File: src/rtl/genetic_pkg.sv
// Shared types and constants for the genetic-algorithm engine.
// The optional mutation stage is enabled with the GENETIC_MUTATION_EN macro.
package genetic_pkg;

    typedef enum logic [2:0] {
        ST_IDLE = 3'd0,
        ST_FIT  = 3'd1,
        ST_SORT = 3'd2,
        ST_MATE = 3'd3,
        ST_DONE = 3'd4
    } ga_state_e;

    localparam logic [7:0] LFSR_SEED = 8'hA5;
    // Taps 8,6,5,4 of x^8+x^6+x^5+x^4+1 map onto bits 7,5,4,3.
    localparam logic [7:0] LFSR_TAPS = 8'hB8;
    localparam logic [7:0] MUT_BASE  = 8'd97;

    function automatic logic [7:0] lfsr_next(input logic [7:0] cur);
        return {cur[6:0], ^(cur & LFSR_TAPS)};
    endfunction

endpackage

File: src/rtl/ga_sorter.sv
// Odd-even transposition sorter: descending order, one pass per step,
// done rises on the same edge that applies the final pass.
module ga_sorter
    import genetic_pkg::*;
#(
    parameter int POP_SIZE = 10,
    parameter int WIDTH    = 5
) (
    input  logic                             clk,
    input  logic                             rst,
    input  logic                             load,
    input  logic                             step,
    input  logic [POP_SIZE-1:0][WIDTH-1:0]   data_in,
    output logic [POP_SIZE-1:0][WIDTH-1:0]   data_out,
    output logic                             done
);

    localparam int PW = $clog2(POP_SIZE + 1);
    localparam logic [PW-1:0] LAST_PASS = PW'(POP_SIZE - 1);

    logic [POP_SIZE-1:0][WIDTH-1:0] arr_q, arr_d;
    logic [PW-1:0]                  pass_q, pass_d;
    logic                           done_q, done_d;
    logic [POP_SIZE-2:0]            swap_s;

    // Pair selection: even passes start at index 0, odd passes at index 1.
    always_comb begin
        swap_s = '0;
        for (int i = 0; i < POP_SIZE - 1; i++) begin
            swap_s[i] = (1'(i) == pass_q[0]) && (arr_q[i] < arr_q[i+1]);
        end
    end

    // Next-state for the working array, pass counter and done flag.
    always_comb begin
        arr_d  = arr_q;
        pass_d = pass_q;
        done_d = done_q;
        if (load) begin
            arr_d  = data_in;
            pass_d = '0;
            done_d = 1'b0;
        end else if (step && !done_q) begin
            for (int i = 0; i < POP_SIZE - 1; i++) begin
                arr_d[i]   = swap_s[i] ? arr_q[i+1] : arr_d[i];
                arr_d[i+1] = swap_s[i] ? arr_q[i]   : arr_d[i+1];
            end
            pass_d = pass_q + PW'(1);
            if (pass_q == LAST_PASS) begin
                done_d = 1'b1;
            end else begin
                done_d = 1'b0;
            end
        end else begin
            arr_d  = arr_q;
        end
    end

    // Sorter state registers.
    always_ff @(posedge clk) begin
        if (rst) begin
            arr_q  <= '0;
            pass_q <= '0;
            done_q <= 1'b0;
        end else begin
            arr_q  <= arr_d;
            pass_q <= pass_d;
            done_q <= done_d;
        end
    end

    assign data_out = arr_q;
    assign done     = done_q;

endmodule

File: src/rtl/genetic_top.sv
// Sequential GA engine: fitness count, population sort, crossover child.
// Define GENETIC_MUTATION_EN to add LFSR-driven gene mutation during MATE.
module genetic_top
    import genetic_pkg::*;
#(
    parameter int GENOME_LENGTH = 28,
    parameter int POP_SIZE      = 10,
    parameter int WIDTH         = 5
) (
    input  logic                                clk,
    input  logic                                rst,
    input  logic                                start,
    input  logic [GENOME_LENGTH-1:0][7:0]       chromosome,
    input  logic [GENOME_LENGTH-1:0][7:0]       target,
    input  logic [GENOME_LENGTH-1:0][7:0]       parent1,
    input  logic [GENOME_LENGTH-1:0][7:0]       parent2,
    input  logic [POP_SIZE-1:0][WIDTH-1:0]      fitness_array,
    output logic [4:0]                          fitness,
    output logic [POP_SIZE-1:0][WIDTH-1:0]      sorted_array,
    output logic [GENOME_LENGTH-1:0][7:0]       child,
    output logic                                done_fit,
    output logic                                done_sort,
    output logic                                done_mate
);

    localparam int IDX_W = 16;
    localparam int GI_W  = $clog2(GENOME_LENGTH);
    localparam logic [IDX_W-1:0] LAST_GENE = IDX_W'(GENOME_LENGTH - 1);
    localparam logic [IDX_W-1:0] LAST_STEP = IDX_W'(POP_SIZE - 1);
    localparam logic [GI_W-1:0]  HALF      = GI_W'(GENOME_LENGTH / 2);

    ga_state_e state_q, state_d;
    logic [IDX_W-1:0]                  idx_q, idx_d;
    logic [GENOME_LENGTH-1:0][7:0]     chrom_q, chrom_d;
    logic [GENOME_LENGTH-1:0][7:0]     target_q, target_d;
    logic [GENOME_LENGTH-1:0][7:0]     p1_q, p1_d;
    logic [GENOME_LENGTH-1:0][7:0]     p2_q, p2_d;
    logic [GENOME_LENGTH-1:0][7:0]     child_q, child_d;
    logic [4:0]                        fitness_q, fitness_d;
    logic                              done_fit_q, done_fit_d;
    logic                              done_mate_q, done_mate_d;
    logic                              load_s, step_s;
    logic [GI_W-1:0]                   gene_idx_s;
    logic [7:0]                        gene_s;
`ifdef GENETIC_MUTATION_EN
    logic [7:0]                        lfsr_q, lfsr_d;
`endif

    assign gene_idx_s = idx_q[GI_W-1:0];

    // Gene produced by crossover (and mutation, when built in) this cycle.
    always_comb begin
        if (gene_idx_s < HALF) begin
            gene_s = p1_q[gene_idx_s];
        end else begin
            gene_s = p2_q[gene_idx_s];
        end
`ifdef GENETIC_MUTATION_EN
        lfsr_d = lfsr_q;
        if (state_q == ST_MATE) begin
            lfsr_d = lfsr_next(lfsr_q);
            if (lfsr_q[3:0] == 4'd0) begin
                gene_s = MUT_BASE + {4'd0, lfsr_q[7:4]};
            end else begin
                gene_s = gene_s;
            end
        end else begin
            lfsr_d = lfsr_q;
        end
`endif
    end

    // Phase sequencing FSM with datapath next-state.
    always_comb begin
        state_d     = state_q;
        idx_d       = idx_q;
        chrom_d     = chrom_q;
        target_d    = target_q;
        p1_d        = p1_q;
        p2_d        = p2_q;
        child_d     = child_q;
        fitness_d   = fitness_q;
        done_fit_d  = done_fit_q;
        done_mate_d = done_mate_q;
        load_s      = 1'b0;
        step_s      = 1'b0;
        case (state_q)
            ST_IDLE, ST_DONE: begin
                if (start) begin
                    chrom_d     = chromosome;
                    target_d    = target;
                    p1_d        = parent1;
                    p2_d        = parent2;
                    child_d     = '0;
                    fitness_d   = 5'd0;
                    done_fit_d  = 1'b0;
                    done_mate_d = 1'b0;
                    idx_d       = '0;
                    load_s      = 1'b1;
                    state_d     = ST_FIT;
                end else begin
                    state_d     = state_q;
                end
            end
            ST_FIT: begin
                if (chrom_q[gene_idx_s] == target_q[gene_idx_s]) begin
                    fitness_d = fitness_q + 5'd1;
                end else begin
                    fitness_d = fitness_q;
                end
                if (idx_q == LAST_GENE) begin
                    done_fit_d = 1'b1;
                    idx_d      = '0;
                    state_d    = ST_SORT;
                end else begin
                    idx_d      = idx_q + IDX_W'(1);
                end
            end
            ST_SORT: begin
                step_s = 1'b1;
                if (idx_q == LAST_STEP) begin
                    idx_d   = '0;
                    state_d = ST_MATE;
                end else begin
                    idx_d   = idx_q + IDX_W'(1);
                end
            end
            ST_MATE: begin
                child_d[gene_idx_s] = gene_s;
                if (idx_q == LAST_GENE) begin
                    done_mate_d = 1'b1;
                    idx_d       = '0;
                    state_d     = ST_DONE;
                end else begin
                    idx_d       = idx_q + IDX_W'(1);
                end
            end
            default: begin
                state_d = ST_IDLE;
                idx_d   = '0;
            end
        endcase
    end

    // State, captured inputs and registered outputs.
    always_ff @(posedge clk) begin
        if (rst) begin
            state_q     <= ST_IDLE;
            idx_q       <= '0;
            chrom_q     <= '0;
            target_q    <= '0;
            p1_q        <= '0;
            p2_q        <= '0;
            child_q     <= '0;
            fitness_q   <= 5'd0;
            done_fit_q  <= 1'b0;
            done_mate_q <= 1'b0;
`ifdef GENETIC_MUTATION_EN
            lfsr_q      <= LFSR_SEED;
`endif
        end else begin
            state_q     <= state_d;
            idx_q       <= idx_d;
            chrom_q     <= chrom_d;
            target_q    <= target_d;
            p1_q        <= p1_d;
            p2_q        <= p2_d;
            child_q     <= child_d;
            fitness_q   <= fitness_d;
            done_fit_q  <= done_fit_d;
            done_mate_q <= done_mate_d;
`ifdef GENETIC_MUTATION_EN
            lfsr_q      <= lfsr_d;
`endif
        end
    end

    ga_sorter #(
        .POP_SIZE (POP_SIZE),
        .WIDTH    (WIDTH)
    ) u_sorter (
        .clk      (clk),
        .rst      (rst),
        .load     (load_s),
        .step     (step_s),
        .data_in  (fitness_array),
        .data_out (sorted_array),
        .done     (done_sort)
    );

    assign fitness   = fitness_q;
    assign child     = child_q;
    assign done_fit  = done_fit_q;
    assign done_mate = done_mate_q;

endmodule

File: config.mk
export PLATFORM = sky130hd
export DESIGN_NAME = genetic_top
export DESIGN_NICKNAME = d
export VERILOG_FILES = /design/src/rtl/genetic_pkg.sv /design/src/rtl/ga_sorter.sv /design/src/rtl/genetic_top.sv
export SDC_FILE = /design/constraint.sdc
export NUM_CORES = 2
export LEC_CHECK = 0
export ABC_AREA = 1
export BUFFER_PORTS_ARGS = -buffer_cell sky130_fd_sc_hd__buf_2
export CORE_AREA = 2 2 474 476
export CTS_CLUSTER_DIAMETER = 40
export CTS_CLUSTER_SIZE = 14
export DETAILED_ROUTE_END_ITERATION = 7
export DIE_AREA = 0 0 476 478
export HOLD_SLACK_MARGIN = 0.02
export MAX_ROUTING_LAYER = met4
export PLACE_DENSITY = 0.51
export SYNTH_ARGS = -nofsm -noshare
export SYNTH_HDL_FRONTEND = slang
export SYNTH_HIERARCHICAL = 1
export SYNTH_SLANG_ARGS = --single-unit
File: constraint.sdc
create_clock -name clk -period 3.7 [get_ports clk]
set_clock_uncertainty 0.15 [all_clocks]
set_input_delay 0.37 -clock clk [delete_from_list [all_inputs] [get_ports clk]]
set_output_delay 0.37 -clock clk [all_outputs]
set_load 0.005 [all_outputs]
==> results.sh <==
export IMPL_worstHoldPathType="in -> reg"
export IMPL_clk_latency_ns=0.85
export IMPL_synth_adder_area_share=0.0114
export IMPL_grt_pass1_wl_mm=338
export IMPL_avgRoutedWirePerCell_um=20.0
export IMPL_postRouteAntennaNets=0
export IMPL_ir_worst_vdd_uv=431
export IMPL_ioPinCount=1231
export IMPL_crit_family="simple AND/OR/NAND/NOR gates"
export IMPL_die_height_um=478
export IMPL_outcome="completed"
export IMPL_synth_distinct_cells=55
export IMPL_cts_sinks=1043
export IMPL_crit_chain="buf_12 > buf_12 > buf_4 > nand2_1 > o211ai_1 > nand3_1 > nand3_1 > nand2_1 > nor2_1 > nand2_1 > nand2_1 > nand2_1 > nor2_1 > nand2_1 > nand2_4 > nand3_1 > nand2_1 > nor2_1"
export IMPL_r2r_slack_ns=0.25
export IMPL_synth_area_per_cell_um2=6.86
export IMPL_cts_root_buffer="clkbuf_16"
export IMPL_wl_mm=237
export IMPL_fin_nets=9601
export IMPL_worstPathMaxFanout=34
export IMPL_synthesis_area_um2=47300
export IMPL_synth_enable_flop_cells=0
export IMPL_ys_seq_area_frac=0.442
export IMPL_cts_tree="built"
export IMPL_cts_made_buffers=198
export IMPL_setup_slack_ns=0.248
export IMPL_port_buffers=1072
export IMPL_die_x_um=476
export IMPL_core_area_um2=223000
export IMPL_first_pass_iters=8
export IMPL_relSlewSlack=0.231
export IMPL_cts_resized=0
export IMPL_hpwl_mm=169
export IMPL_drcViolationCount=0
export IMPL_antenna_found_initial=71
export IMPL_cpPeakStageDelay_ns=0.41
export IMPL_hold_viol=0
export IMPL_synth_seq_cells=1043
export IMPL_grt_usage=0.205
export IMPL_drv_slew=0
export IMPL_synth_nets=7881
export IMPL_crit_top_cell="nand2_1"
export IMPL_cp_slowest_cell="dfxtp_4"
export IMPL_async_reset_ff_frac=0
export IMPL_num_rows=174
export IMPL_synth_simple_area_share=0.243
export IMPL_cap_viol_max_count=0
export IMPL_p_per_area_nw_per_um2=768
export IMPL_postLayoutCoreUtil=0.317
export IMPL_end_kind="register"
export IMPL_critPathKind="reg -> reg"
export IMPL_drive_gt1_frac=0.189
export IMPL_setup_viol=0
export IMPL_num_vias=54000
export IMPL_synth_mux_area_frac=0.000212
export IMPL_leakagePower_nw=30.9
export IMPL_synth_compound_area_share=0.203
export IMPL_final_setup_tns_ns=0
export IMPL_htree_levels=4
export IMPL_rsz0062_at_grt="no"
export IMPL_worstPathRequired_ns=4.22
export IMPL_synthCells=6889
export IMPL_synth_top_family_by_area="simple AND/OR/NAND/NOR gates"
export IMPL_drtIter0Drc=4099
export IMPL_dpl_worst_slack_ns=0.281
export IMPL_grt_max_degree=217
export IMPL_drt_vias_per_instance=4.56
export IMPL_initial_core_util=0.212
export IMPL_timing_final_crit_share=0.933
export IMPL_grt_overflow=0
export IMPL_tightest_slew_ns=1.15
export IMPL_synth_flop_cell="dfxtp_1"
export IMPL_min_period_ns=3.45
export IMPL_worst_ep_arrival_time_ns=3.97
export IMPL_dieArea_um2=228000
export IMPL_cp_num_buf_inv=3
export IMPL_ys_warn_count=6
export IMPL_clk_path_buf_depth=3
export IMPL_startpoint_type="register"
export IMPL_grt_pass1_vias=51800
export IMPL_final_cells=11800
export IMPL_area_growth_pct=49.7
export IMPL_clk_pin_slew_ns=0.05
export IMPL_synth_xor_area_frac=0.00130
export IMPL_gp_congestion=0.925
export IMPL_fmax_mhz=290
export IMPL_placed_cells=10600
-- power breakdown --
part	switching, mW	leakage [nW]	total [mW]	internal, mW
combinational	14.3	18.9	20.7	6.39
clock	6.82	3.38	18.8	12.0
sequential	1.14	8.58	14.8	13.7
-- cell usage in the layout, fill, tap and decap left out, types with 4 or more instances in the layout --
cell type      synthesis  layout
clkbuf_16              0     201
clkinv_2               0      32
inv_6                  1      22
nand3_2               10      10
o21ai_0              918     918
nand2_1             1443    1442
nand2_2                6       6
ha_1                  43      43
nor2_2                11       6
a21oi_1              785     785
buf_2                 78    1071
clkinv_4               0      28
nor2_4                 0       6
nor3_1                12      12
o2111ai_1              8       8
diode_2                0      71
nand4_2                7       7
buf_4                 23     120
nand4_1               66      66
clkbuf_1             343      18
o21ai_1               20      20
o22ai_1                4       4
inv_1                585     582
nor2_1              1005    1004
clkinvlp_4             0      23
inv_8                  0       4
xnor2_1                4       4
o211ai_1              74      74
bufinv_16              0      22
nand3_1              285     285
clkinv_16              0       7
buf_12                 0      36
clkbuf_8               0      18
inv_2                 11      12
dfxtp_1             1043    1039
a211oi_1               9       9
dlygate4sd3_1          0     790
-- through the flow --
step | power [mW] | area [um^2] | hold slack (ns)
2_1_floorplan | 27.7 | 47300 | 0.273
3_3_place_gp | 34.8 | 55700 | 0.285
3_5_place_dp | 35.0 | 55700 | 0.289
4_1_cts | 54.7 | 70600 | 0.0615
5_1_grt | 57.8 | 70700 | 0.121
6_report | 54.4 | 70800 | 0.159
-- metal layers --
| metal | global-route usage | wire (um) |
|---|---|---|
| met1 | 0.258 | 103000 |
| met4 | 0.0889 | 10500 |
| met2 | 0.315 | 106000 |
| met5 | - | 0 |
| met3 | 0.0414 | 17400 |
-- cell families after synthesis --
| family | after synthesis |
|---|---|
| compound gates | 1844 |
| xor+xnor | 7 |
| fa+ha+maj | 43 |
| buf+inv | 1098 |
| flops | 1043 |
| mux | 1 |
| simple gates | 2853 |
-- registers in the layout (all words and copies together), names as in the netlist --
signal             count
child                224
chrom_q              224
target_q             224
p2_q                 174
p1_q                 116
u_sorter/data_out     50
idx_q                 16
fitness                5
u_sorter/pass_q        4
state_q                3
done_fit               1
done_mate              1
u_sorter/done          1
-- cell type report --
cell class | count | area [um^2]
repair buffers | 2018 | 14900
diodes | 71 | 178
clock inverters | 136 | 1680
clock buffers | 237 | 5350
inverters | 600 | 2280
fillers | 23800 | 152000
well taps | 2992 | 3740
multi-input cells | 4748 | 21800
flip-flops and latches | 1043 | 20900
-- worst register-to-register path: cells and delay by family (launching register included) --
kind                   cells  cell delay, ns
flip-flops                 1            0.41
buffers and inverters      3            0.76
AND/OR/NAND/NOR           14            1.84
AO/OA/AOI/OAI              1            0.16
-- cells in the mapped netlist (2+ instances only) --
| master | n | share of area |
|---|---|---|
| o21ai_0 | 918 | 0.097 |
| inv_4 | 2 | 0.00026 |
| o211ai_4 | 2 | 0.00090 |
| o2111ai_1 | 8 | 0.0015 |
| xor2_1 | 3 | 0.00056 |
| dfxtp_1 | 1043 | 0.44 |
| a22o_1 | 3 | 0.00056 |
| clkbuf_1 | 343 | 0.027 |
| nand3_2 | 10 | 0.0021 |
| o22ai_1 | 4 | 0.00053 |
| nand4_1 | 66 | 0.0087 |
| buf_2 | 78 | 0.0083 |
| nand2_1 | 1443 | 0.11 |
| xnor2_1 | 4 | 0.00074 |
| o211ai_1 | 74 | 0.012 |
| o221ai_1 | 3 | 0.00056 |
| buf_4 | 23 | 0.0037 |
| a211oi_1 | 9 | 0.0014 |
| nand3_1 | 285 | 0.030 |
| a21oi_1 | 785 | 0.083 |
| buf_1 | 5 | 0.00040 |
| nand4_2 | 7 | 0.0019 |
| o21ai_1 | 20 | 0.0021 |
| nor2_2 | 11 | 0.0015 |
| inv_1 | 585 | 0.046 |
| buf_6 | 49 | 0.012 |
| nand2_2 | 6 | 0.00079 |
| a21boi_1 | 2 | 0.00032 |
| nor2_1 | 1005 | 0.080 |
| a311oi_2 | 3 | 0.00095 |
| ha_1 | 43 | 0.011 |
| nor3_1 | 12 | 0.0013 |
| a221oi_2 | 3 | 0.00095 |
| inv_2 | 11 | 0.00087 |
-- final timing paths --
check	start	end	depth (start not counted)
worst max-delay path	idx_q[0]$_SDFFE_PP0N_	fitness[2]$_SDFFE_PP0P_	18
worst max register to register	idx_q[0]$_SDFFE_PP0N_	fitness[2]$_SDFFE_PP0P_	18
worst min register to register	p1_q[58]$_SDFFE_PP0P_	p1_q[58]$_SDFFE_PP0P_	2
worst min-delay path	parent1[16]	p1_q[16]$_SDFFE_PP0P_	4
-- timing repair --
action / CTS / global route
hold buffers: 790 / 0
endpoints found under the hold margin: 837 / 0
setup buffers: 0 / 0
Note: power is estimated with default switching activity, not from simulation.
